[src/rtl/hazard_forward_unit_pkg.sv]
// Shared pipeline-control definitions for the ARM PPU:
// forwarding select codes, controller state encodings and the PC register number.
package ppu_defs;

    localparam logic [1:0] FWD_RF  = 2'b00;
    localparam logic [1:0] FWD_EX  = 2'b01;
    localparam logic [1:0] FWD_MEM = 2'b10;
    localparam logic [1:0] FWD_WB  = 2'b11;

    localparam logic [3:0] REG_PC = 4'd15;

    typedef enum logic {
        RUN    = 1'b0,
        LSTALL = 1'b1
    } ppu_state_t;

endpackage

[src/rtl/hazard_forward_unit_fwd_select.sv]
// Priority forwarding selector for one ID-stage operand (EX > MEM > WB > RF).
// Ports: src/use_src = operand register and its use flag; *_rd/*_en = producer stages; sel = mux code.
module fwd_select
    import ppu_defs::*;
(
    input  logic [3:0] src,
    input  logic       use_src,
    input  logic [3:0] ex_rd,
    input  logic       ex_en,
    input  logic [3:0] mem_rd,
    input  logic       mem_en,
    input  logic [3:0] wb_rd,
    input  logic       wb_en,
    output logic [1:0] sel
);

    always_comb begin
        sel = FWD_RF;
        // PC reads come from the PC path, never from a forwarded result
        if (use_src && (src != REG_PC)) begin
            if (ex_en && (ex_rd == src)) begin
                sel = FWD_EX;
            end else if (mem_en && (mem_rd == src)) begin
                sel = FWD_MEM;
            end else if (wb_en && (wb_rd == src)) begin
                sel = FWD_WB;
            end
        end
    end

endmodule

[src/rtl/hazard_forward_unit.sv]
// Pipeline controller: load-use stall FSM, branch flush, operand forwarding, event counters.
// Ports: ID sources/use flags, EX/MEM/WB destinations, branch_taken in; LE/flush/NOP/FWD selects, counters out.
module hazard_forward_unit
    import ppu_defs::*;
#(
    parameter int LOAD_PENALTY = 1,
    parameter int CNT_W        = 16
) (
    input  logic             Clk,
    input  logic             Clr,
    input  logic [3:0]       ID_Rn,
    input  logic [3:0]       ID_Rm,
    input  logic [3:0]       ID_Rd,
    input  logic             ID_use_Rn,
    input  logic             ID_use_Rm,
    input  logic             ID_use_Rd,
    input  logic [3:0]       EX_RD,
    input  logic             EX_RF_enable,
    input  logic             EX_load_instr,
    input  logic [3:0]       MEM_RD,
    input  logic             MEM_RF_enable,
    input  logic [3:0]       WB_RD,
    input  logic             WB_RF_enable,
    input  logic             branch_taken,
    output logic             PC_LE,
    output logic             IFID_LE,
    output logic             IFID_Clr,
    output logic             CU_MUX_E,
    output logic [1:0]       FWD_A,
    output logic [1:0]       FWD_B,
    output logic [1:0]       FWD_D,
    output logic [CNT_W-1:0] stall_count,
    output logic [CNT_W-1:0] flush_count
);

    // Extra bubbles spent in LSTALL after the first one issued from RUN
    localparam logic [1:0] PEN_INIT =
        2'((LOAD_PENALTY > 1) ? (LOAD_PENALTY - 2) : 0);

    ppu_state_t       state_q, state_d;
    logic [1:0]       pcnt_q, pcnt_d;
    logic [CNT_W-1:0] stall_cnt_q, stall_cnt_d;
    logic [CNT_W-1:0] flush_cnt_q, flush_cnt_d;

    logic [1:0] fwd_a_raw, fwd_b_raw, fwd_d_raw;
    logic       hit_n, hit_m, hit_d, hazard;
    logic       stall, flush;

    fwd_select u_fwd_a (
        .src(ID_Rn), .use_src(ID_use_Rn),
        .ex_rd(EX_RD), .ex_en(EX_RF_enable),
        .mem_rd(MEM_RD), .mem_en(MEM_RF_enable),
        .wb_rd(WB_RD), .wb_en(WB_RF_enable),
        .sel(fwd_a_raw)
    );

    fwd_select u_fwd_b (
        .src(ID_Rm), .use_src(ID_use_Rm),
        .ex_rd(EX_RD), .ex_en(EX_RF_enable),
        .mem_rd(MEM_RD), .mem_en(MEM_RF_enable),
        .wb_rd(WB_RD), .wb_en(WB_RF_enable),
        .sel(fwd_b_raw)
    );

    fwd_select u_fwd_d (
        .src(ID_Rd), .use_src(ID_use_Rd),
        .ex_rd(EX_RD), .ex_en(EX_RF_enable),
        .mem_rd(MEM_RD), .mem_en(MEM_RF_enable),
        .wb_rd(WB_RD), .wb_en(WB_RF_enable),
        .sel(fwd_d_raw)
    );

    assign hit_n  = ID_use_Rn && (ID_Rn != REG_PC) && (ID_Rn == EX_RD);
    assign hit_m  = ID_use_Rm && (ID_Rm != REG_PC) && (ID_Rm == EX_RD);
    assign hit_d  = ID_use_Rd && (ID_Rd != REG_PC) && (ID_Rd == EX_RD);
    assign hazard = EX_load_instr && EX_RF_enable && (hit_n || hit_m || hit_d);

    always_comb begin
        state_d     = state_q;
        pcnt_d      = pcnt_q;
        stall       = 1'b0;
        flush       = 1'b0;
        stall_cnt_d = stall_cnt_q;
        flush_cnt_d = flush_cnt_q;

        unique case (state_q)
            RUN: begin
                if (hazard) begin
                    // Stall beats a simultaneous branch; the branch is seen again afterwards
                    stall = 1'b1;
                    if (LOAD_PENALTY > 1) begin
                        state_d = LSTALL;
                        pcnt_d  = PEN_INIT;
                    end
                end else if (branch_taken) begin
                    flush = 1'b1;
                end
            end
            LSTALL: begin
                stall = 1'b1;
                if (pcnt_q == 2'd0) begin
                    state_d = RUN;
                end else begin
                    pcnt_d = pcnt_q - 2'd1;
                end
            end
        endcase

        if (stall && (stall_cnt_q != {CNT_W{1'b1}})) begin
            stall_cnt_d = stall_cnt_q + CNT_W'(1);
        end
        if (flush && (flush_cnt_q != {CNT_W{1'b1}})) begin
            flush_cnt_d = flush_cnt_q + CNT_W'(1);
        end
    end

    always_ff @(posedge Clk or posedge Clr) begin
        if (Clr) begin
            state_q     <= RUN;
            pcnt_q      <= 2'd0;
            stall_cnt_q <= '0;
            flush_cnt_q <= '0;
        end else begin
            state_q     <= state_d;
            pcnt_q      <= pcnt_d;
            stall_cnt_q <= stall_cnt_d;
            flush_cnt_q <= flush_cnt_d;
        end
    end

    // While Clr is held, all controls sit at their idle values regardless of inputs
    assign PC_LE       = Clr || !stall;
    assign IFID_LE     = Clr || !stall;
    assign CU_MUX_E    = !Clr && stall;
    assign IFID_Clr    = !Clr && flush;
    assign FWD_A       = Clr ? FWD_RF : fwd_a_raw;
    assign FWD_B       = Clr ? FWD_RF : fwd_b_raw;
    assign FWD_D       = Clr ? FWD_RF : fwd_d_raw;
    assign stall_count = stall_cnt_q;
    assign flush_count = flush_cnt_q;

endmodule
[config.mk]
export PLATFORM = sky130hd
export DESIGN_NAME = hazard_forward_unit
export DESIGN_NICKNAME = d
export VERILOG_FILES = /design/src/rtl/hazard_forward_unit_pkg.sv /design/src/rtl/hazard_forward_unit_fwd_select.sv /design/src/rtl/hazard_forward_unit.sv
export SDC_FILE = /design/constraint.sdc
export NUM_CORES = 1
export LEC_CHECK = 0
export BUFFER_PORTS_ARGS = -buffer_cell sky130_fd_sc_hd__buf_2
export CAP_MARGIN = 25
export CORE_MARGIN = 2
export CORE_UTILIZATION = 55
export DETAILED_ROUTE_END_ITERATION = 16
export GPL_TIMING_DRIVEN = 0
export MAX_ROUTING_LAYER = met4
export PLACE_DENSITY = 0.86
export SLEW_MARGIN = 0
export SYNTH_ARGS = -nofsm -noshare
export SYNTH_HDL_FRONTEND = slang
export SYNTH_SLANG_ARGS = --single-unit
export TNS_END_PERCENT = 5
[constraint.sdc]
create_clock -name Clk -period 2.9 [get_ports Clk]
set_input_delay 0 -clock Clk [delete_from_list [all_inputs] [get_ports Clk]]
set_output_delay 0 -clock Clk [all_outputs]
set_load 0.1 [all_outputs]
==> out/results.ini, run 1 <==
[synth]
synthDistinctLibCells=37
ys_ff_latch=35
synth.most_common_cell=xor2_1
synthesis.area_sq_um=2350
yosysSeqAreaShare=0.372
synth_edf_count=0
synth_flop_cell=dfrtp_1
ys_top_cells_by_count=xor2_1, dfrtp_1, nand2_1
synth_warnings=0
synthCells=249
synthArstFlopShare=1.00
synth_top_area_frac=0.372
yosys-top-cells-area=dfrtp_1, xor2_1, xnor2_1
synth_top_area_cell=dfrtp_1
syn_nets=286
synth.avg_cell_area_sq_um=9.45

[placement]
place_hpwl_um=4280
place_area_sq_um=2820
place_congestion=0.882
numPortBuffers=74

[routing]
firstDrtPassIters=4
wl_met2_um=2830
wl_met3_um=260
post_drt_wl_per_cell_um=14.4
drtIter0Drc=135
route.detailed.drc=0
antenna_left=0
met1Wirelength_um=2380
top_layer=met4
vias_per_cell=5.50
vias=2105
wl_um=5500

[critical_path]
cp-start-kind=flip-flop
arrival_ps=2450
end_kind=flip-flop
critical_path.startpoint=stall_count[0]
rr_startpoint=stall_count[0]
crit_cells=7
worstRegToRegCells=7
reg2reg_to=stall_count[1]
r2r_setup_slack_ps=620
cp_cell_sequence=ha_1, and2_1, nand4_1, o32a_1, o31ai_1, buf_6, mux2_4
crit_fanout=10
cpMaxStageDelayCell=o32a_1
cp_num_buf_inv=1
worstSetupPathType=flip-flop to flip-flop
critPathRequiredTime_ps=3070
cpLargestDelayFamily=compound AO/OA/AOI/OAI gates
critPathCapture=stall_count[1]
cp_slowest_stage_delay_ps=420

[layout]
antenna_cells=0
drive_gt1_frac=0.300
finalNetCount=369
nFillCells=294
final_area_sq_um=2970
final_util=0.731
syn_to_final_growth_pct=26.1

[grt]
antenna_found_initial=0
grt_pass1_vias=2063
grt_overflow=0
grt_pass1_wl_um=9250
grt_use_total=0.239
grt_max_degree=25

[clock_network]
cts_tree=yes
clkLatencyLatePin_ps=290
post_cts_buffers=0
numClockSinks=35
cts.clk_slew.worst_paths_ps=80
cts_buffers=5
cts_max_path_buffers=2
cts_root_buf=clkbuf_8
htree_num_levels=2

[die]
num_rows=23
start_util=0.580
io_pins=76
die_height_um=69.4
coreArea_sq_um=4060
die_area_sq_um=4820
dieWidth_um=69.4

[sta]
rsz0062_at_grt=no
finClkSkew_ps=8.13
slew_violations=0
tightest_slew_ps=800
min_period_over_period=0.785
setup_viol=0
fmax_mhz=440
finalCriticalPeriod_ps=2280
hold_viol=0
slew_headroom=0.462

[pwr]
sequentialPowerShare=0.312
switching_power_mw=1.03
internal_power_mw=1.10
power_switching_share=0.485
leakage_nw=1.47
peakVddDrop_mv=0.732
clkPwrFrac=0.247
pwr-share-comb=0.442
power_density_nw_per_um2=718

[worst_hold_path]
min_path_type=input port to flip-flop

[run]
drv_cap=0

[run_status]
status=complete, no violations

[registers in the layout (all words and copies together) (netlist names)]
name and flops:
flush_count 16, state_q 1, pcnt_q 2, stall_count 16
[how the worst min path moves through the flow]
stage | start | to | slack (ps) | cells past startpoint
after floorplan | ID_use_Rn | FWD_A[1] | 300 | 2
after global placement | pcnt_q[0] | pcnt_q[0] | 460 | 1
after detailed placement | Clr | flush_count[1] | 220 | 2
after CTS | branch_taken | flush_count[0] | 260 | 5
after global routing | branch_taken | flush_count[8] | 310 | 4
final | branch_taken | flush_count[0] | 270 | 5
[power by group through the flow]
stage | logic (mW) | clock network [mW] | registers [mW]
finish | 0.941 | 0.525 | 0.664
floorplan | 0.220 | 0 | 1.20
detailed placement | 0.939 | 0 | 0.672
global route | 0.983 | 0.553 | 0.680
CTS | 0.944 | 0.527 | 0.663
global placement | 0.922 | 0 | 0.669
[layout by cell type (no fill, tap or decap), drive strengths merged, types with 2 or more instances in the layout]
cell type	Yosys	routed
nor2b	5	5
bufinv	0	2
o211ai	2	2
and2	2	2
inv	10	10
nor4	17	17
buf	5	80
nor4b	3	3
nand4	13	13
dfrtp	35	35
clkbuf	1	6
nand3	11	11
xnor2	21	21
o21ai	4	4
and3	6	6
nand2	29	29
xor2	45	45
ha	3	3
nor2	14	14
nor3	8	8
nand2b	3	3
a211oi	3	3
mux2	3	3
[tightest hold or removal path, cell delays in order]
cell      delay, ps
buf_2            90
nand2b_1        150
nor2_1           80
nand2_1         120
xnor2_1          70
[stage by stage]
step,instances,hold slack (ps),setup WS [ps],setup TNS [ps],power (mW)
2_1_floorplan,249,304,-779,-1820,1.42
6_report,383,265,625,0,2.13
4_1_cts,383,259,632,0,2.13
5_1_grt,383,308,505,0,2.22
3_3_place_gp,373,462,696,0,1.59
3_5_place_dp,374,216,671,0,1.61
[per-layer routing]
metal,vias up,global-route usage
met5,-,-
met4,0,0.0523
met3,4,0.0363
met2,57,0.415
met1,1010,0.295
li1,1034,-
[kinds of logic after synthesis]
kind of cell    Yosys count  share of synthesized area
simple gates            113                      0.272
xor+xnor                 66                      0.246
flops                    35                      0.372
compound gates           13                     0.0377
mux                       3                     0.0159
fa+ha+maj                 3                     0.0160
buf+inv                  16                     0.0409
[what timing repair did]
| action | in CTS | in global routing |
|---|---|---|
| gates resized for setup | 0 | 0 |
| hold endpoints to repair | 11 | 0 |
| hold buffers | 1 | 0 |
[area by class of cell]
type,instances,area [sq um],area share
Buffer,6,58.8,0.0198
Clock buffer,5,68.8,0.0232
Clock inverter,3,67.6,0.0228
Inverter,10,37.5,0.0127
Multi-Input combinational cell,198,1390,0.468
Sequential cell,35,876,0.295
Tap cell,50,62.6,0.0211
Timing Repair Buffer,76,408,0.137
(Power assumes the default switching activity.)
==> run 2, diff against run 1 <==
CORE_UTILIZATION = 46   (was 55)
PLACE_DENSITY = 0.76   (was 0.86)
clock period = 2 ns   (was 2.9 ns; I/O delays follow)
==> out/results.ini, run 2 (same netlist as run 1, synthesis figures left out) <==
[pwr]
power_switching_share=0.526  ; +0.0405
switching_power_mw=1.51  ; +46%
sequentialPowerShare=0.337  ; +0.025
clkPwrFrac=0.167  ; -0.080
power_density_nw_per_um2=944  ; +31%
peakVddDrop_mv=0.827  ; +13%
p_total_mw=2.87  ; +35%
pwr-share-comb=0.496  ; +0.054
internal_power_mw=1.36  ; +24%
leakage_nw=1.48  ; +0.46%

[grt]
grt_max_degree=25  ; unchanged
grt_pass1_wl_um=8930  ; -3.4%
grt_pass1_vias=1975  ; -4.3%
antenna_found_initial=0  ; unchanged
grt_overflow=0  ; unchanged
grt_use_total=0.213  ; -0.0260

[routing]
antenna_left=0  ; unchanged
drtIter0Drc=75  ; -44%
vias_per_cell=5.19  ; -5.6%
vias=2102  ; -0.14%
wl_um=5610  ; +1.9%
post_drt_wl_per_cell_um=13.8  ; -3.7%
firstDrtPassIters=4  ; unchanged
route.detailed.drc=0  ; unchanged

[placement]
numPortBuffers=74  ; unchanged
place_hpwl_um=4250  ; -0.64%
dp_slack_ps=-259  ; -930 ps
place_area_sq_um=2890  ; +2.5%
placed_cells=395  ; +5.6%
place_congestion=0.895  ; +1.5%

[worst_hold_path]
min_path_type=input port to flip-flop
hold-path-cell-count=5  ; unchanged
worstHoldStart=branch_taken
hold_end=flush_count[0]

[critical_path]
end_kind=flip-flop
r2r_setup_slack_ps=50  ; -570 ps
critPathRequiredTime_ps=2220  ; -850 ps
cp-start-kind=flip-flop
worstRegToRegCells=6  ; -1
reg2reg_to=flush_count[7]
crit_fanout=5  ; -5
arrival_ps=2170  ; -280 ps
worstSetupPathType=flip-flop to flip-flop
rr_startpoint=flush_count[0]

[layout]
register_area_sq_um=878  ; +0.29%
final_area_sq_um=3040  ; +2.6%
drive_gt1_frac=0.340  ; +0.0400
finalNetCount=373  ; +1.1%
instances_no_fill=405  ; +5.7%
antenna_cells=0  ; unchanged
final_common_cell=buf_2
nFillCells=478  ; +63%
syn_to_final_growth_pct=29.3
multi_input_area_sq_um=1450  ; +4.8%
final_cell_mix=buf_2, xor2_1, dfrtp_1
final_util=0.608  ; -0.123

[die]
die_area_sq_um=5700  ; +18%
start_util=0.470  ; -0.110
num_rows=26  ; +13%
io_pins=76  ; unchanged
die_height_um=75.5  ; +8.8%
coreArea_sq_um=5010  ; +23%
dieWidth_um=75.5  ; +8.8%

[run]
drv_cap=0  ; unchanged

[clock_network]
htree_num_levels=2  ; unchanged
cts_buffers=5  ; unchanged
cts_max_path_buffers=2  ; unchanged
numClockSinks=35  ; unchanged
cts.clk_slew.worst_paths_ps=70  ; about the same
cts_root_buf=clkbuf_8
clkLatencyLatePin_ps=290  ; about the same
cts_tree=yes

[sta]
finalCriticalPeriod_ps=1950  ; -326 ps
fmax_mhz=513  ; +17%
fin_ws_ps=50.4  ; -574 ps
finClkSkew_ps=9.86  ; +1.73 ps
min_period_over_period=0.975  ; +0.190
timing.hold.ws_ps=223  ; -42.8 ps
hold_viol=0  ; unchanged
setup_tns_ps=0  ; unchanged
slew_headroom=0.655  ; +0.193
slew_violations=0  ; unchanged
tightest_slew_ps=511  ; -288 ps
setup_viol=0  ; unchanged
rsz0062_at_grt=yes

[run_status]
status=complete, no violations

run 2: cell types whose count changed in the layout (fill, tap and decap cells not counted), sizes merged:
cell	delta
bufinv	-2
buf	+4
run 2: worst max path at each step:
stage | start | to | slack (ps) | cells after the start
floorplan | WB_RD[2] | FWD_A[0] | -820 | 4
CTS | flush_count[3] | flush_count[7] | 2 | 6
finish | flush_count[0] | flush_count[7] | 50 | 6
global route | flush_count[3] | flush_count[7] | -60 | 6
detailed placement | stall_count[0] | stall_count[1] | -260 | 7
global placement | stall_count[0] | stall_count[1] | -210 | 7
run 2: repair_timing:
item	CTS	global route
hold buffers	1	0
setup endpoints to repair	15	12
buffers inserted	3	0
pin swaps	1	1
cloned	1	0
hold endpoints to repair	22	0
resized for setup	4	8
run 2: cell type report:
class / instances / area share
repair buffers: 81 / 0.150
flip-flops and latches: 35 / 0.289
well taps: 70 / 0.0288
multi-input cells: 198 / 0.478
inverters: 10 / 0.0123
clock buffers: 5 / 0.0226
clock inverters: 1 / 0.00247
plain buffers: 5 / 0.0181
run 2: power by group through the flow:
stage          clock (mW)  combinational, mW  sequential (mW)
2_1_floorplan           0              0.323             1.75
3_3_place_gp            0               1.34            0.975
3_5_place_dp            0               1.37            0.981
4_1_cts             0.495               1.42            0.963
5_1_grt             0.531               1.50            0.988
6_report            0.479               1.43            0.970
run 2: worst max-delay path: stages (launching register included):
cell	delay, ps
dfrtp_2	450
ha_2	250
nand4_4	120
nor2_1	100
or4b_2	690
nor2_2	120
xor2_1	150
run 2: per-layer routing:
metal,global-route usage,vias to the layer above,routed length [um]
met5,-,-,0
li1,-,1037,-
met1,0.274,1015,2620
met3,0.0489,6,239
met4,0.0663,0,57
met2,0.334,44,2690
==> run 3, diff against run 2 <==
SLEW_MARGIN = 20   (was 0)
clock period = 1.7 ns   (was 2 ns; I/O delays follow)
==> out/results.ini, run 3 (same netlist as run 1, synthesis figures left out) <==
[run_status]
status=finished, violations left
failed_checks=negative setup slack

[run]
drv_cap=0  ; unchanged

[grt]
antenna_found_initial=0  ; unchanged
grt_use_met1=0.296  ; +0.0221
gr-max-usage-layer=met2
grt_pass1_wl_um=9560  ; +7.1%
grt_use_total=0.225  ; +0.0118
grt_max_degree=19  ; -24%
use_met2=0.342  ; +0.00773
use_met3=0.0476  ; -0.00132
grt_pass1_vias=2075  ; +5.1%
grt_overflow=0  ; unchanged

[die]
coreArea_sq_um=5010  ; unchanged
die_height_um=75.5  ; unchanged
die_area_sq_um=5700  ; unchanged
dieWidth_um=75.5  ; unchanged
start_util=0.470  ; unchanged
num_rows=26  ; unchanged
io_pins=76  ; unchanged

[routing]
wl_um=6150  ; +9.7%
route.detailed.drc=0  ; unchanged
drtIter0Drc=106  ; +41%
vias=2190  ; +4.2%
firstDrtPassIters=4  ; unchanged
vias_per_cell=5.26  ; +1.4%
post_drt_wl_per_cell_um=14.8  ; +6.8%
antenna_left=0  ; unchanged

[placement]
numPortBuffers=74  ; unchanged
place_congestion=0.888  ; -0.77%
place_area_sq_um=2910  ; +0.74%
place_hpwl_um=4290  ; +0.80%

[critical_path]
critPathCapture=stall_count[1]
cpLargestDelayFamily=compound AO/OA/AOI/OAI gates
reg2reg_to=stall_count[1]
r2r_setup_slack_ps=-170  ; -220 ps
critical_path.startpoint=stall_count[0]
end_kind=flip-flop
rr_startpoint=stall_count[0]
crit_fanout=6  ; +1
cp_slowest_stage_delay_ps=420  ; -270 ps
crit_cells=7  ; +1
cp-start-kind=flip-flop
cpMaxStageDelayCell=dfrtp_4
critPathRequiredTime_ps=1880  ; -340 ps
worstSetupPathType=flip-flop to flip-flop
worstRegToRegCells=7  ; +1
arrival_ps=2050  ; -120 ps
cp_cell_sequence=ha_4, and2_4, nand4_1, o32a_1, o31ai_4, buf_6, mux2_4
cp_num_buf_inv=1  ; +1

[sta]
hold_viol=0  ; unchanged
slew_violations=0  ; unchanged
min_period_over_period=1.10  ; +0.126
tightest_slew_ps=823  ; +311 ps
finalCriticalPeriod_ps=1870  ; -78.2 ps
slew_headroom=0.450  ; -0.206
fin_ws_ps=-171  ; -222 ps
setup_viol=17  ; +17
fmax_mhz=534  ; +4.2%
rsz0062_at_grt=yes
finClkSkew_ps=7.84  ; -2.02 ps

[layout]
drive_gt1_frac=0.471  ; +0.131
finalNetCount=382  ; +2.4%
final_common_cell=buf_2
antenna_cells=0  ; unchanged
final_cell_mix=buf_2, xor2_1, nand2_1
final_area_sq_um=3320  ; +9.2%
syn_to_final_growth_pct=41.2

[pwr]
peakVddDrop_mv=1.07  ; +29%
power_density_nw_per_um2=1130  ; +20%
leakage_nw=1.50  ; +1.8%
p_total_mw=3.76  ; +31%

[worst_hold_path]
min_path_type=input port to async pin

[clock_network]
cts_tree=yes
cts.clk_slew.worst_paths_ps=80  ; about the same
cts_root_buf=clkbuf_8
clkLatencyLatePin_ps=300  ; about the same
numClockSinks=35  ; unchanged
cts_buffers=5  ; unchanged
htree_num_levels=2  ; unchanged
cts_max_path_buffers=2  ; unchanged

run 3: changes by cell type in the layout (fill, tap and decap cells not counted), sizes merged:
cell	previous run	this run
clkinv	0	2
inv	10	8
clkbuf	6	7
buf	84	91
clkinvlp	1	3
bufinv	0	1
run 3: power by group:
group / internal, mW / switching [mW]
clock: 0.436 / 0.316
combinational: 0.457 / 1.40
sequential: 0.994 / 0.156
run 3: what timing repair did:
action                     in CTS  in global routing
pin swaps                       5                  6
setup buffers                   6                  6
gates resized for setup        32                 11
hold buffers                    1                  0
gates cloned                    2                  0
hold endpoints to repair       17                  0
setup endpoints to repair      22                 29
run 3: cell type report:
class | instances | area, sq um
multi-input cells | 198 | 1570
well taps | 70 | 87.6
inverters | 10 | 45.0
flip-flops and latches | 35 | 908
repair buffers | 88 | 527
clock inverters | 3 | 43.8
repair inverters | 1 | 5.00
fillers | 445 | 1690
clock buffers | 5 | 68.8
plain buffers | 6 | 63.8
run 3: per-stage QoR:
stage | cells | TNS, ps | setup slack, ps | hold WS (ps) | utilization
6_report | 416 | -1920 | -171 | 18.4 | 0.663
5_1_grt | 416 | -3150 | -217 | 81.5 | 0.663
4_1_cts | 410 | -1810 | -166 | 43.8 | 0.644
3_5_place_dp | 393 | -6980 | -539 | 357 | 0.581
3_3_place_gp | 393 | -6320 | -520 | 343 | 0.581
2_1_floorplan | 249 | -15060 | -595 | 230 | -
run 3: per-layer routing:
| layer | part of all wire | vias up |
|---|---|---|
| met3 | 0.039 | 10 |
| li1 | - | 1055 |
| met1 | 0.45 | 1070 |
| met2 | 0.50 | 55 |
| met5 | 0 | - |
| met4 | 0.014 | 0 |
run 3: how the worst min path moves through the flow:
stage / start / endpoint / slack (ps)
6_report: Clr / pcnt_q[1] / 20
5_1_grt: Clr / pcnt_q[1] / 80
4_1_cts: Clr / pcnt_q[1] / 40
3_5_place_dp: Clr / pcnt_q[1] / 360
3_3_place_gp: Clr / flush_count[5] / 340
2_1_floorplan: Clr / flush_count[15] / 230
